**config.mk**
```make
export PLATFORM = sky130hd
export DESIGN_NAME = seg_scan_ctrl_flat
export DESIGN_NICKNAME = d
export VERILOG_FILES = /design/src/rtl/seg_scan_if.sv /design/src/rtl/seg_scan_ctrl.sv /design/src/flat_wrapper.sv
export SDC_FILE = /design/constraint.sdc
export NUM_CORES = 1
export LEC_CHECK = 0
export CORE_MARGIN = 2
export CORE_UTILIZATION = 60
export CTS_CLUSTER_SIZE = 16
export DETAILED_ROUTE_END_ITERATION = 10
export PLACE_DENSITY_LB_ADDON = 0.12
export SLEW_MARGIN = 0
export SYNTH_ARGS = -nofsm -noshare
export SYNTH_HDL_FRONTEND = slang
export SYNTH_SLANG_ARGS = --single-unit
```
**constraint.sdc**
```tcl
create_clock -name clk -period 3.95 [get_ports clk]
set_input_delay 1.185 -clock clk [delete_from_list [all_inputs] [get_ports clk]]
set_output_delay 1.185 -clock clk [all_outputs]
set_load 0.01 [all_outputs]
```
**src/rtl/seg_scan_if.sv**
```systemverilog
// Load channel of the 7-segment scan controller: a packed hex value plus
// decimal-point enables, moved with a valid/ready handshake.
interface seg_scan_if #(
  parameter int NUM_DIGITS = 4
);
  logic                      load_valid;
  logic                      load_ready;
  logic [4*NUM_DIGITS-1:0]   load_data;
  logic [NUM_DIGITS-1:0]     load_dp;

  modport master (output load_valid, output load_data, output load_dp, input load_ready);
  modport slave  (input load_valid, input load_data, input load_dp, output load_ready);
endinterface

```
**src/rtl/seg_scan_ctrl.sv**
```systemverilog
// Multiplexed common-anode 7-segment scanner. New values are double-buffered
// and only take effect at a frame boundary so a frame never mixes two values.
module seg_scan_ctrl #(
  parameter int NUM_DIGITS  = 4,
  parameter int REFRESH_DIV = 50000
) (
  input  logic                  clk,
  input  logic                  rst,
  seg_scan_if.slave             load_if,
  input  logic                  blank_lz_i,
  output logic [NUM_DIGITS-1:0] an_o,
  output logic [6:0]            seg_o,
  output logic                  dp_o
);
  localparam int IW = $clog2(NUM_DIGITS);
  localparam int PW = $clog2(REFRESH_DIV);
  localparam logic [PW-1:0]         PRE_MAX = PW'(REFRESH_DIV - 1);
  localparam logic [IW-1:0]         IDX_MAX = IW'(NUM_DIGITS - 1);
  localparam logic [NUM_DIGITS-1:0] AN_ONE  = {{(NUM_DIGITS-1){1'b0}}, 1'b1};

  logic [PW-1:0]           presc_q;
  logic [IW-1:0]           idx_q;
  logic                    pending_q;
  logic [4*NUM_DIGITS-1:0] pend_data_q, disp_data_q;
  logic [NUM_DIGITS-1:0]   pend_dp_q, disp_dp_q;
  logic [NUM_DIGITS-1:0]   an_q, an_d;
  logic [6:0]              seg_q, seg_d;
  logic                    dp_q, dp_d;

  logic                    tick, frame_end, xfer;
  logic [NUM_DIGITS-1:0]   lz_v;
  logic                    lz_run;
  logic [3:0]              nib;

  function automatic logic [6:0] dec7(input logic [3:0] h);
    case (h)
      4'h0: dec7 = 7'b1000000;
      4'h1: dec7 = 7'b1111001;
      4'h2: dec7 = 7'b0100100;
      4'h3: dec7 = 7'b0110000;
      4'h4: dec7 = 7'b0011001;
      4'h5: dec7 = 7'b0010010;
      4'h6: dec7 = 7'b0000010;
      4'h7: dec7 = 7'b1111000;
      4'h8: dec7 = 7'b0000000;
      4'h9: dec7 = 7'b0010000;
      4'hA: dec7 = 7'b0001000;
      4'hB: dec7 = 7'b0000011;
      4'hC: dec7 = 7'b1000110;
      4'hD: dec7 = 7'b0100001;
      4'hE: dec7 = 7'b0000110;
      default: dec7 = 7'b0001110;
    endcase
  endfunction

  assign tick              = (presc_q == PRE_MAX);
  assign frame_end         = tick && (idx_q == IDX_MAX);
  assign load_if.load_ready = !pending_q;
  assign xfer              = load_if.load_valid && !pending_q;

  always_ff @(posedge clk or posedge rst) begin
    if (rst) begin
      presc_q <= '0;
      idx_q   <= '0;
    end else begin
      presc_q <= tick ? '0 : presc_q + PW'(1);
      if (tick) idx_q <= (idx_q == IDX_MAX) ? '0 : idx_q + IW'(1);
    end
  end

  // xfer needs pending clear and apply needs it set, so the two never collide;
  // a load landing on frame_end therefore waits for the next frame.
  always_ff @(posedge clk or posedge rst) begin
    if (rst) begin
      pending_q   <= 1'b0;
      pend_data_q <= '0;
      pend_dp_q   <= '0;
      disp_data_q <= '0;
      disp_dp_q   <= '0;
    end else if (xfer) begin
      pending_q   <= 1'b1;
      pend_data_q <= load_if.load_data;
      pend_dp_q   <= load_if.load_dp;
    end else if (frame_end && pending_q) begin
      pending_q   <= 1'b0;
      disp_data_q <= pend_data_q;
      disp_dp_q   <= pend_dp_q;
    end
  end

  // lz_v[i] is set when nibbles i..top are all zero
  always_comb begin
    lz_v   = '0;
    lz_run = 1'b1;
    for (int i = NUM_DIGITS - 1; i >= 0; i--) begin
      lz_run  = lz_run & (disp_data_q[4*i +: 4] == 4'h0);
      lz_v[i] = lz_run;
    end
  end

  assign nib = disp_data_q[4*idx_q +: 4];

  always_comb begin
    an_d  = '1;
    seg_d = 7'h7f;
    dp_d  = 1'b1;
    if (presc_q != '0) begin
      an_d  = ~(AN_ONE << idx_q);
      seg_d = (blank_lz_i && (idx_q != '0) && lz_v[idx_q]) ? 7'h7f : dec7(nib);
      dp_d  = ~disp_dp_q[idx_q];
    end
  end

  always_ff @(posedge clk or posedge rst) begin
    if (rst) begin
      an_q  <= '1;
      seg_q <= 7'h7f;
      dp_q  <= 1'b1;
    end else begin
      an_q  <= an_d;
      seg_q <= seg_d;
      dp_q  <= dp_d;
    end
  end

  assign an_o  = an_q;
  assign seg_o = seg_q;
  assign dp_o  = dp_q;
endmodule
```
**src/flat_wrapper.sv**
```systemverilog
// flat-port wrapper written by rule: the top's interface ports become plain ports
module seg_scan_ctrl_flat 
#(
  parameter int NUM_DIGITS  = 4,
  parameter int REFRESH_DIV = 50000
)
  (clk, rst, blank_lz_i, an_o, seg_o, dp_o, load_if_load_valid, load_if_load_data, load_if_load_dp, load_if_load_ready);
  seg_scan_if #(.NUM_DIGITS(NUM_DIGITS)) load_if_i ();
  input  logic clk;
  input  logic rst;
  input  logic blank_lz_i;
  output logic [NUM_DIGITS-1:0] an_o;
  output logic [6:0] seg_o;
  output logic dp_o;
  input wire logic [$bits(load_if_i.load_valid)-1:0] load_if_load_valid;
  input wire logic [$bits(load_if_i.load_data)-1:0] load_if_load_data;
  input wire logic [$bits(load_if_i.load_dp)-1:0] load_if_load_dp;
  output wire logic [$bits(load_if_i.load_ready)-1:0] load_if_load_ready;
  assign load_if_i.load_valid = load_if_load_valid;
  assign load_if_i.load_data = load_if_load_data;
  assign load_if_i.load_dp = load_if_load_dp;
  assign load_if_load_ready = load_if_i.load_ready;
  seg_scan_ctrl #(.NUM_DIGITS(NUM_DIGITS), .REFRESH_DIV(REFRESH_DIV)) u_core (.clk(clk), .rst(rst), .load_if(load_if_i), .blank_lz_i(blank_lz_i), .an_o(an_o), .seg_o(seg_o), .dp_o(dp_o));
endmodule
```
Yosys cells after proc, flatten, opt, wreduce, memory -nomap -nowiden

Memories as Yosys holds them, arrays and structs flattened.
Index checks and enable logic that the tools add are counted.

Multipliers: 0
Mux-type cells: 12
Magnitude comparators: 1
Reductions and logical operators: 14
Equality and inequality tests: 2
Bitwise logic cells: 6
Shift operators: 2
$add $sub $neg: 2
Divide/modulo/power cells: 0

Operators by type and width:

| kind                  | count |
|---|---|
| $add 16x1->16 const B | 1 |
| $eq 16x16->1 const B  | 1 |
| $logic_not 4->1       | 4 |
| $mux 16               | 1 |
| $reduce_bool 16->1    | 1 |
| $shiftx 16x5->4       | 1 |
| $mux 7                | 2 |
| $logic_and 1x1->1     | 5 |
| $mux 1                | 5 |
| $bmux 1 s2            | 2 |
| $mux 4                | 1 |
| $not 4->4             | 1 |
| $reduce_bool 2->1     | 2 |
| $shl 1x2->4 const A   | 1 |
| $and 1x1->1           | 3 |
| $lt 2x3->1 const B    | 1 |
| $add 2x1->2 const B   | 1 |
| $eq 2x2->1 const B    | 1 |
| $mux 2                | 1 |
| $not 1->1             | 2 |
| $reduce_and 2->1      | 1 |
| $logic_not 1->1       | 1 |

Latch bits: 0
Word-level logic and storage cells: 50
Memories kept: 1
Memory bits (read-only): 112
Flip-flop bits (word level): 71
Input bits: 24
Bits in writable memories: 0

Memories:

| memory          | depth | bits a word | rd ports | clocked after memory_dff | write ports | RTL line            | text |
|---|---|---|---|---|---|---|---|
| (no name shown) | 16    | 7           | 1        | 0                        | 0           | seg_scan_ctrl.sv:36 | `case (h)` |

Depth between registers and ports, before layout

Gate-level depths: netlist (run 1).

Depth after elaboration: 9
Mapped depth: 7

Worst setup path after synthesis (run 1)

OpenSTA, ideal clock, no wires.

Kind: input port to flip-flop
Start point: in load_if_load_valid
End point: reg u_core.pend_data_q[0]
Arrival time: 2.027 ns
Required time: 3.825 ns
Stages: 3
Slack: 1.798 ns
Cells stage by stage: nor2b_1 -> clkbuf_1 -> mux2_2

Longest elaborated chain between the ends: 1

RTL lines:

| item                 | RTL line            | text |
|---|---|---|
| start, declared      | flat_wrapper.sv:15  | `input wire logic [$bits(load_if_i.load_valid)-1:0] load_if_load_valid;` |
| $logic_and 1x1->1    | seg_scan_ctrl.sv:59 | `assign xfer = load_if.load_valid && !pending_q;` |
| end signal, assigned | seg_scan_ctrl.sv:82 | `pend_data_q <= load_if.load_data;` |
| end, declared        | seg_scan_ctrl.sv:24 | `logic [4*NUM_DIGITS-1:0] pend_data_q, disp_data_q;` |

Every way passes these cells.
A chain may end at the register's enable or synchronous reset.

Worst setup path in the final report (run 1)

Start point: reg u_core.seg_q[1], in the netlist u_core.seg_o[1]
End point: out seg_o[1]

RTL lines:

| item                   | RTL line             | text |
|---|---|---|
| start, declared        | seg_scan_ctrl.sv:27  | `logic [6:0] seg_q, seg_d;` |
| start signal, assigned | seg_scan_ctrl.sv:121 | `seg_q <= seg_d;` |
| end, declared          | flat_wrapper.sv:13   | `output logic [6:0] seg_o;` |

No word-level cell between the ends.

==> impl_metrics.yaml, run 1 <==
drt:
  first_iter_violations: 73
  dr.pass1.iters: 4
  routedWlPerCell_um: 15.5
  drc: 0
  top_layer_used: "met4"
  routed_via_density: 5.51
  wl_um: 5820
  route.vias.total: 2071
  met3_length_um: 186
  met1Wirelength_um: 2670
  ant_nets: 0
  met2WireLength_um: 2850
logic_synthesis:
  post-synth-top-count-cell: "dfrtp_1"
  synth_top_area_share: 0.439
  synth_nets: 294
  synth_top_cell_by_area: "dfrtp_1"
  synth_edf_count: 0
  synth_cell_type_count: 39
  netlist_area_sq_mm: 0.00337
  synthArstFlopShare: 1.00
  yosys-top-cells-count: "dfrtp_1 (59), mux2_2 (24), mux2_4 (19)"
  syn_inst: 258
  ys_seq_elements: 71
  synth_ff_type: "dfrtp_1"
  synth.area.top_cells: "dfrtp_1 (44%), dfstp_2 (9.4%), mux2_4 (8.5%)"
  synth-warning-count: 0
  avgSynthCellArea_sq_um: 13.0
  synth.yosys.seq_area_share: 0.532
cts:
  cts_tree: "yes"
  clockBufferDepth: 2
  cts_setup_buffers: 0
  htreeDepth: 3
  numCtsBuffers: 9
  cts_hold_buf: 0
  clockRootBuffer: "clkbuf_8"
  clk_pin_slew_ns: 0.07
  cts_resized: 0
  clkLatencyLatePin_ns: 0.34
  cts.sinks: 71
floorplan:
  initial_utilization: 0.615
  core_sq_mm: 0.00547
  die-area_sq_mm: 0.00622
  die_w_um: 78.9
  die_h_um: 78.9
  io-pin-count: 37
  rows: 27
worst_setup_path:
  worst_r2r_startpoint: "u_core.presc_q[0]"
  r2r_slack_ns: 1.70
  endpoint: "seg_o[1]"
  arrival_ns: 1.39
  critPathTopFamily: "flip-flops"
  worst-path-buf-inv: 1
  max_stage_delay_ns: 0.52
  path_class: "register to primary output"
  worstPathCellList: "clkdlybuf4s50_1"
  r2r_cells: 5
  startpoint: "u_core.seg_o[1]"
  rr_endpoint: "u_core.disp_data_q[7]"
  worst-path-stages: 1
  cp-start-kind: "register"
  crit_required_ns: 2.76
  cp_slowest_cell: "dfstp_2"
  path_max_fanout: 1
  endpoint_kind: "primary output"
outcome:
  status: "complete, no violations"
placed_design:
  place.gp.congestion: 0.856
  dpl_cell_area_sq_mm: 0.00380
  io_buffer_count: 36
  dp_hpwl_um: 4120
grt:
  grt_util_all_layers: 0.210
  overflow: 0
  grt_max_degree: 39
  grt_pass1_wl_um: 9830
  grt_pass1_vias: 2049
  antenna_found_initial: 0
sta:
  fin_crit_ns: 2.57
  slew_violations: 0
  setup_viol: 0
  slew-limit-headroom: 0.526
  setup-tns-final_ns: 0
  clock_skew_ns: 0.00968
  fmax_ghz: 0.388
  period_share: 0.652
  tightest_slew_ns: 0.709
  rsz0062_at_grt: "no"
  hold_viol_final: 0
power:
  internal_power_uw: 1020
  p_per_area_mw_per_mm2: 330
  ir_worst_vdd_mv: 0.268
  cellLeakagePower_uw: 0.00181
  seq_power_share: 0.590
  p_sw_frac: 0.215
  p_switching_uw: 280
  clockPowerShare: 0.361
  power_frac_comb: 0.049
layout:
  design_area_sq_mm: 0.00395
  final_nets: 335
  drive_gt1_frac: 0.260
  n_antenna_cell: 0
  area_delta_synth_final_pct: 17.4
min_path:
  holdCritPathClass: "register to register"
run:
  max-cap-violations: 0
[how the worst min path moves through the flow]
stage	start	to	cells after the start
after floorplan	u_core.presc_q[13]	u_core.presc_q[13]	1
after global placement	u_core.pend_dp_q[2]	u_core.pend_dp_q[2]	1
after detailed placement	u_core.presc_q[7]	u_core.presc_q[7]	1
after CTS	u_core.presc_q[7]	u_core.presc_q[7]	1
after global routing	u_core.presc_q[7]	u_core.presc_q[7]	1
final	u_core.presc_q[7]	u_core.presc_q[7]	1
[area by class of cell]
| class | count | area [sq um] |
|---|---|---|
| flip-flops and latches | 71 | 1790 |
| fillers | 415 | 1520 |
| multi-input cells | 166 | 1480 |
| repair buffers | 38 | 388 |
| clock buffers | 14 | 143 |
| well taps | 72 | 90.1 |
| inverters | 13 | 48.8 |
| clock inverters | 2 | 10.0 |
[cells in the final DEF (no fill, tap or decap), drive strengths merged, types with 10 or more instances in the layout]
cell / instances
dfstp: 12
mux2: 43
dfrtp: 59
clkbuf: 14
nand2: 15
nand3: 10
inv: 13
ha: 12
nor2: 14
clkdlybuf4s50: 36
[flip-flops by register name, summed over array words and instances, names as in the netlist]
register / count
u_core.presc_q: 16
u_core.an_o: 4
u_core.pend_dp_q: 4
u_core.pending_q: 1
u_core.disp_data_q: 16
u_core.pend_data_q: 16
u_core.dp_o: 1
u_core.idx_q: 2
u_core.seg_o: 7
u_core.disp_dp_q: 4
[through the flow]
stage	util	power [uW]	hold WS [ns]	std cells	setup slack (ns)
floorplan	-	811	0.460	258	0.988
global route	0.722	1360	0.515	376	1.34
detailed placement	0.694	848	0.486	360	1.35
global placement	0.694	843	0.487	360	1.39
CTS	0.722	1320	0.498	376	1.36
finish	0.722	1300	0.500	376	1.38
[layer usage]
metal | GRT usage | up-vias
li1 | - | 1000
met1 | 0.280 | 1024
met2 | 0.331 | 35
met3 | 0.0341 | 12
met4 | 0.119 | 0
met5 | 0 | -
[power groups by stage]
stage,registers [uW],clock network [uW],logic [uW]
floorplan,776,0,34.5
global placement,780,0,63.0
detailed placement,782,0,65.8
CTS,769,486,65.8
global route,771,513,71.8
finish,768,471,63.7
[cell families after synthesis]
family,after synthesis,synth area share
adders and majority gates,12,0.0446
muxes,51,0.211
AOI/OAI and AO/OA,14,0.0301
xor gates and xnor gates,13,0.0338
buffers and inverters,21,0.0282
DFF,71,0.532
and+or+nand+nor,76,0.120
Power figures use the tool's default switching activity.
==> run 2: changes to the inputs <==
--- a/config.mk
+++ b/config.mk
@@ -6,7 +6,7 @@
 export NUM_CORES = 1
 export LEC_CHECK = 0
 export CORE_MARGIN = 2
-export CORE_UTILIZATION = 60
+export CORE_UTILIZATION = 51
 export CTS_CLUSTER_SIZE = 16
 export DETAILED_ROUTE_END_ITERATION = 10
 export PLACE_DENSITY_LB_ADDON = 0.12
==> constraint.sdc (replaced) <==
create_clock -name clk -period 2.15 [get_ports clk]
set_input_delay 0.645 -clock clk [delete_from_list [all_inputs] [get_ports clk]]
set_output_delay 0.645 -clock clk [all_outputs]
set_load 0.01 [all_outputs]
==> run 2 against run 1 <==
Net effect:
- combinational power increased by 85%
- clock-buffer cell count down 3
- non-clock buffer count is 7 higher
- register-to-register slack got worse by 1.6 ns
- wire length increased by 2.8%
- utilization shrank 7.7 points
- sequential cell count is the same
- clock skew is 0.0027 ns lower
- hold slack worse by 0.0029 ns
- cell count grew 3.5%
- final area up 3.6%
==> impl_metrics.yaml, run 2 (synthesized netlist as in run 1, its figures left out) <==
worst_setup_path:
  critPathTopFamily: "buffers and inverters"
  endpoint_kind: "primary output"
  worst-path-buf-inv: 1
  arrival_ns: 1.40
  rr_endpoint: "u_core.disp_data_q[8]"
  r2r_cells: 5
  cp-start-kind: "register"
  crit_required_ns: 1.50
  worst_r2r_startpoint: "u_core.presc_q[1]"
  path_max_fanout: 1
  cp_slowest_cell: "clkdlybuf4s50_1"
  startpoint: "u_core.an_o[2]"
  path_class: "register to primary output"
  r2r_slack_ns: 0.11
  max_stage_delay_ns: 0.53
  worstPathCellList: "clkdlybuf4s50_1"
min_path:
  holdCritPathClass: "register to register"
  holdPathStages: 1
  holdPathEnd: "u_core.presc_q[13]"
  worstHoldStart: "u_core.presc_q[13]"
sta:
  tightest_slew_ns: 0.618
  clock_skew_ns: 0.00695
  slew-limit-headroom: 0.584
  setup-tns-final_ns: 0
  setup_viol: 0
  slew_violations: 0
  hold_viol_final: 0
  fin_crit_ns: 2.04
  rsz0062_at_grt: "no"
  period_share: 0.950
  fmax_ghz: 0.490
drt:
  first_iter_violations: 89
  wl_um: 5980
  dr.pass1.iters: 4
  route.vias.total: 2130
  routed_via_density: 5.48
  drc: 0
  ant_nets: 0
  routedWlPerCell_um: 15.4
placed_design:
  dp_hpwl_um: 4080
  dpl.cell_count: 372
  io_buffer_count: 36
  dpl_cell_area_sq_mm: 0.00387
  place.gp.congestion: 0.779
floorplan:
  io-pin-count: 37
  core_sq_mm: 0.00635
  initial_utilization: 0.530
  die_w_um: 85.2
  die-area_sq_mm: 0.00727
  rows: 29
  die_h_um: 85.2
layout:
  final_nets: 343
  final_common_cell: "dfrtp_1"
  design_area_sq_mm: 0.00409
  drive_gt1_frac: 0.298
  n_antenna_cell: 0
  reg_top3: "u_core.disp_data_q x16, u_core.pend_data_q x16, u_core.presc_q x16"
  area_delta_synth_final_pct: 21.6
  fin_cells: 389
  final_cell_mix: "dfrtp_1 (58), clkdlybuf4s50_1 (36), mux2_2 (24)"
power:
  internal_power_uw: 2060
  p_per_area_mw_per_mm2: 640
  seq_power_share: 0.539
  clockPowerShare: 0.416
  cellLeakagePower_uw: 0.00187
  p_sw_frac: 0.214
  p_switching_uw: 560
  ir_worst_vdd_mv: 0.572
  power_frac_comb: 0.045
cts:
  htreeDepth: 3
  clk_pin_slew_ns: 0.07
  cts_setup_buffers: 0
  cts_hold_buf: 0
  clockBufferDepth: 2
  cts.sinks: 71
  cts_tree: "yes"
  clkLatencyLatePin_ns: 0.35
  numCtsBuffers: 9
  clockRootBuffer: "clkbuf_8"
grt:
  grt_pass1_vias: 2094
  antenna_found_initial: 0
  overflow: 0
  grt_util_all_layers: 0.182
  grt_pass1_wl_um: 10100
  grt_max_degree: 72
outcome:
  status: "complete, no violations"
run:
  max-cap-violations: 0
run 2: cell count changes in the layout (fill, tap and decap cells not counted):
cell and delta:
clkinvlp_4 +2, clkbuf_1 -5, dfrtp_1 -1, inv_2 -1, buf_4 +6, clkbuf_8 +2
buf_12 +1, dfrtp_2 +1, or3_4 +1, bufinv_16 +1, clkinv_4 +1
run 2: worst register-to-register path, cell delays in order, from the launching register on:
cell	delay, ns
dfrtp_1	0.39
ha_1	0.20
nand3_2	0.07
or3_1	0.45
or3_4	0.48
mux2_4	0.33
run 2: power by group through the flow:
stage / Clock [uW] / Combinational, uW / Sequential, uW
after floorplan: 0 / 63.8 / 1430
after global placement: 0 / 118 / 1440
final: 1090 / 118 / 1410
after CTS: 1130 / 122 / 1410
after global routing: 1190 / 133 / 1420
after detailed placement: 0 / 122 / 1440
run 2: routing by layer:
metal / part of all wire / routed length, um / GRT usage / vias to the layer above
li1: - / - / - / 1015
met1: 0.47 / 2800 / 0.253 / 1059
met2: 0.47 / 2820 / 0.271 / 48
met3: 0.045 / 271 / 0.0506 / 8
met4: 0.015 / 91 / 0.0750 / 0
met5: 0 / 0 / 0 / -
run 2: cell type report:
type | count | area (sq um)
fillers | 490 | 2260
flip-flops and latches | 71 | 1790
multi-input cells | 167 | 1490
repair buffers | 45 | 453
clock buffers | 11 | 151
well taps | 77 | 96.3
clock inverters | 5 | 56.3
inverters | 13 | 52.6
run 2: timing repair:
action	CTS	global route
gates resized for setup	0	2
endpoints found under the setup margin	0	24
hold endpoints to repair	0	0
run 2: how the worst max path moves through the flow:
stage / slack, ns / endpoint / cells past startpoint
6_report: 0.11 / an_o[2] / 1
5_1_grt: 0.008 / u_core.disp_data_q[8] / 5
4_1_cts: 0.02 / u_core.disp_data_q[8] / 5
3_5_place_dp: 0.05 / u_core.disp_data_q[1] / 5
3_3_place_gp: 0.1 / u_core.disp_data_q[4] / 5
2_1_floorplan: 0.1 / u_core.disp_data_q[10] / 6
run 2: metrics by stage:
step | hold slack (ns) | setup slack, ns | total power [uW] | util
finish | 0.497 | 0.109 | 2620 | 0.645
global route | 0.521 | 0.00775 | 2740 | 0.645
floorplan | 0.460 | 0.0976 | 1490 | -
CTS | 0.501 | 0.0190 | 2660 | 0.643
global placement | 0.491 | 0.0954 | 1550 | 0.610
detailed placement | 0.489 | 0.0454 | 1560 | 0.610
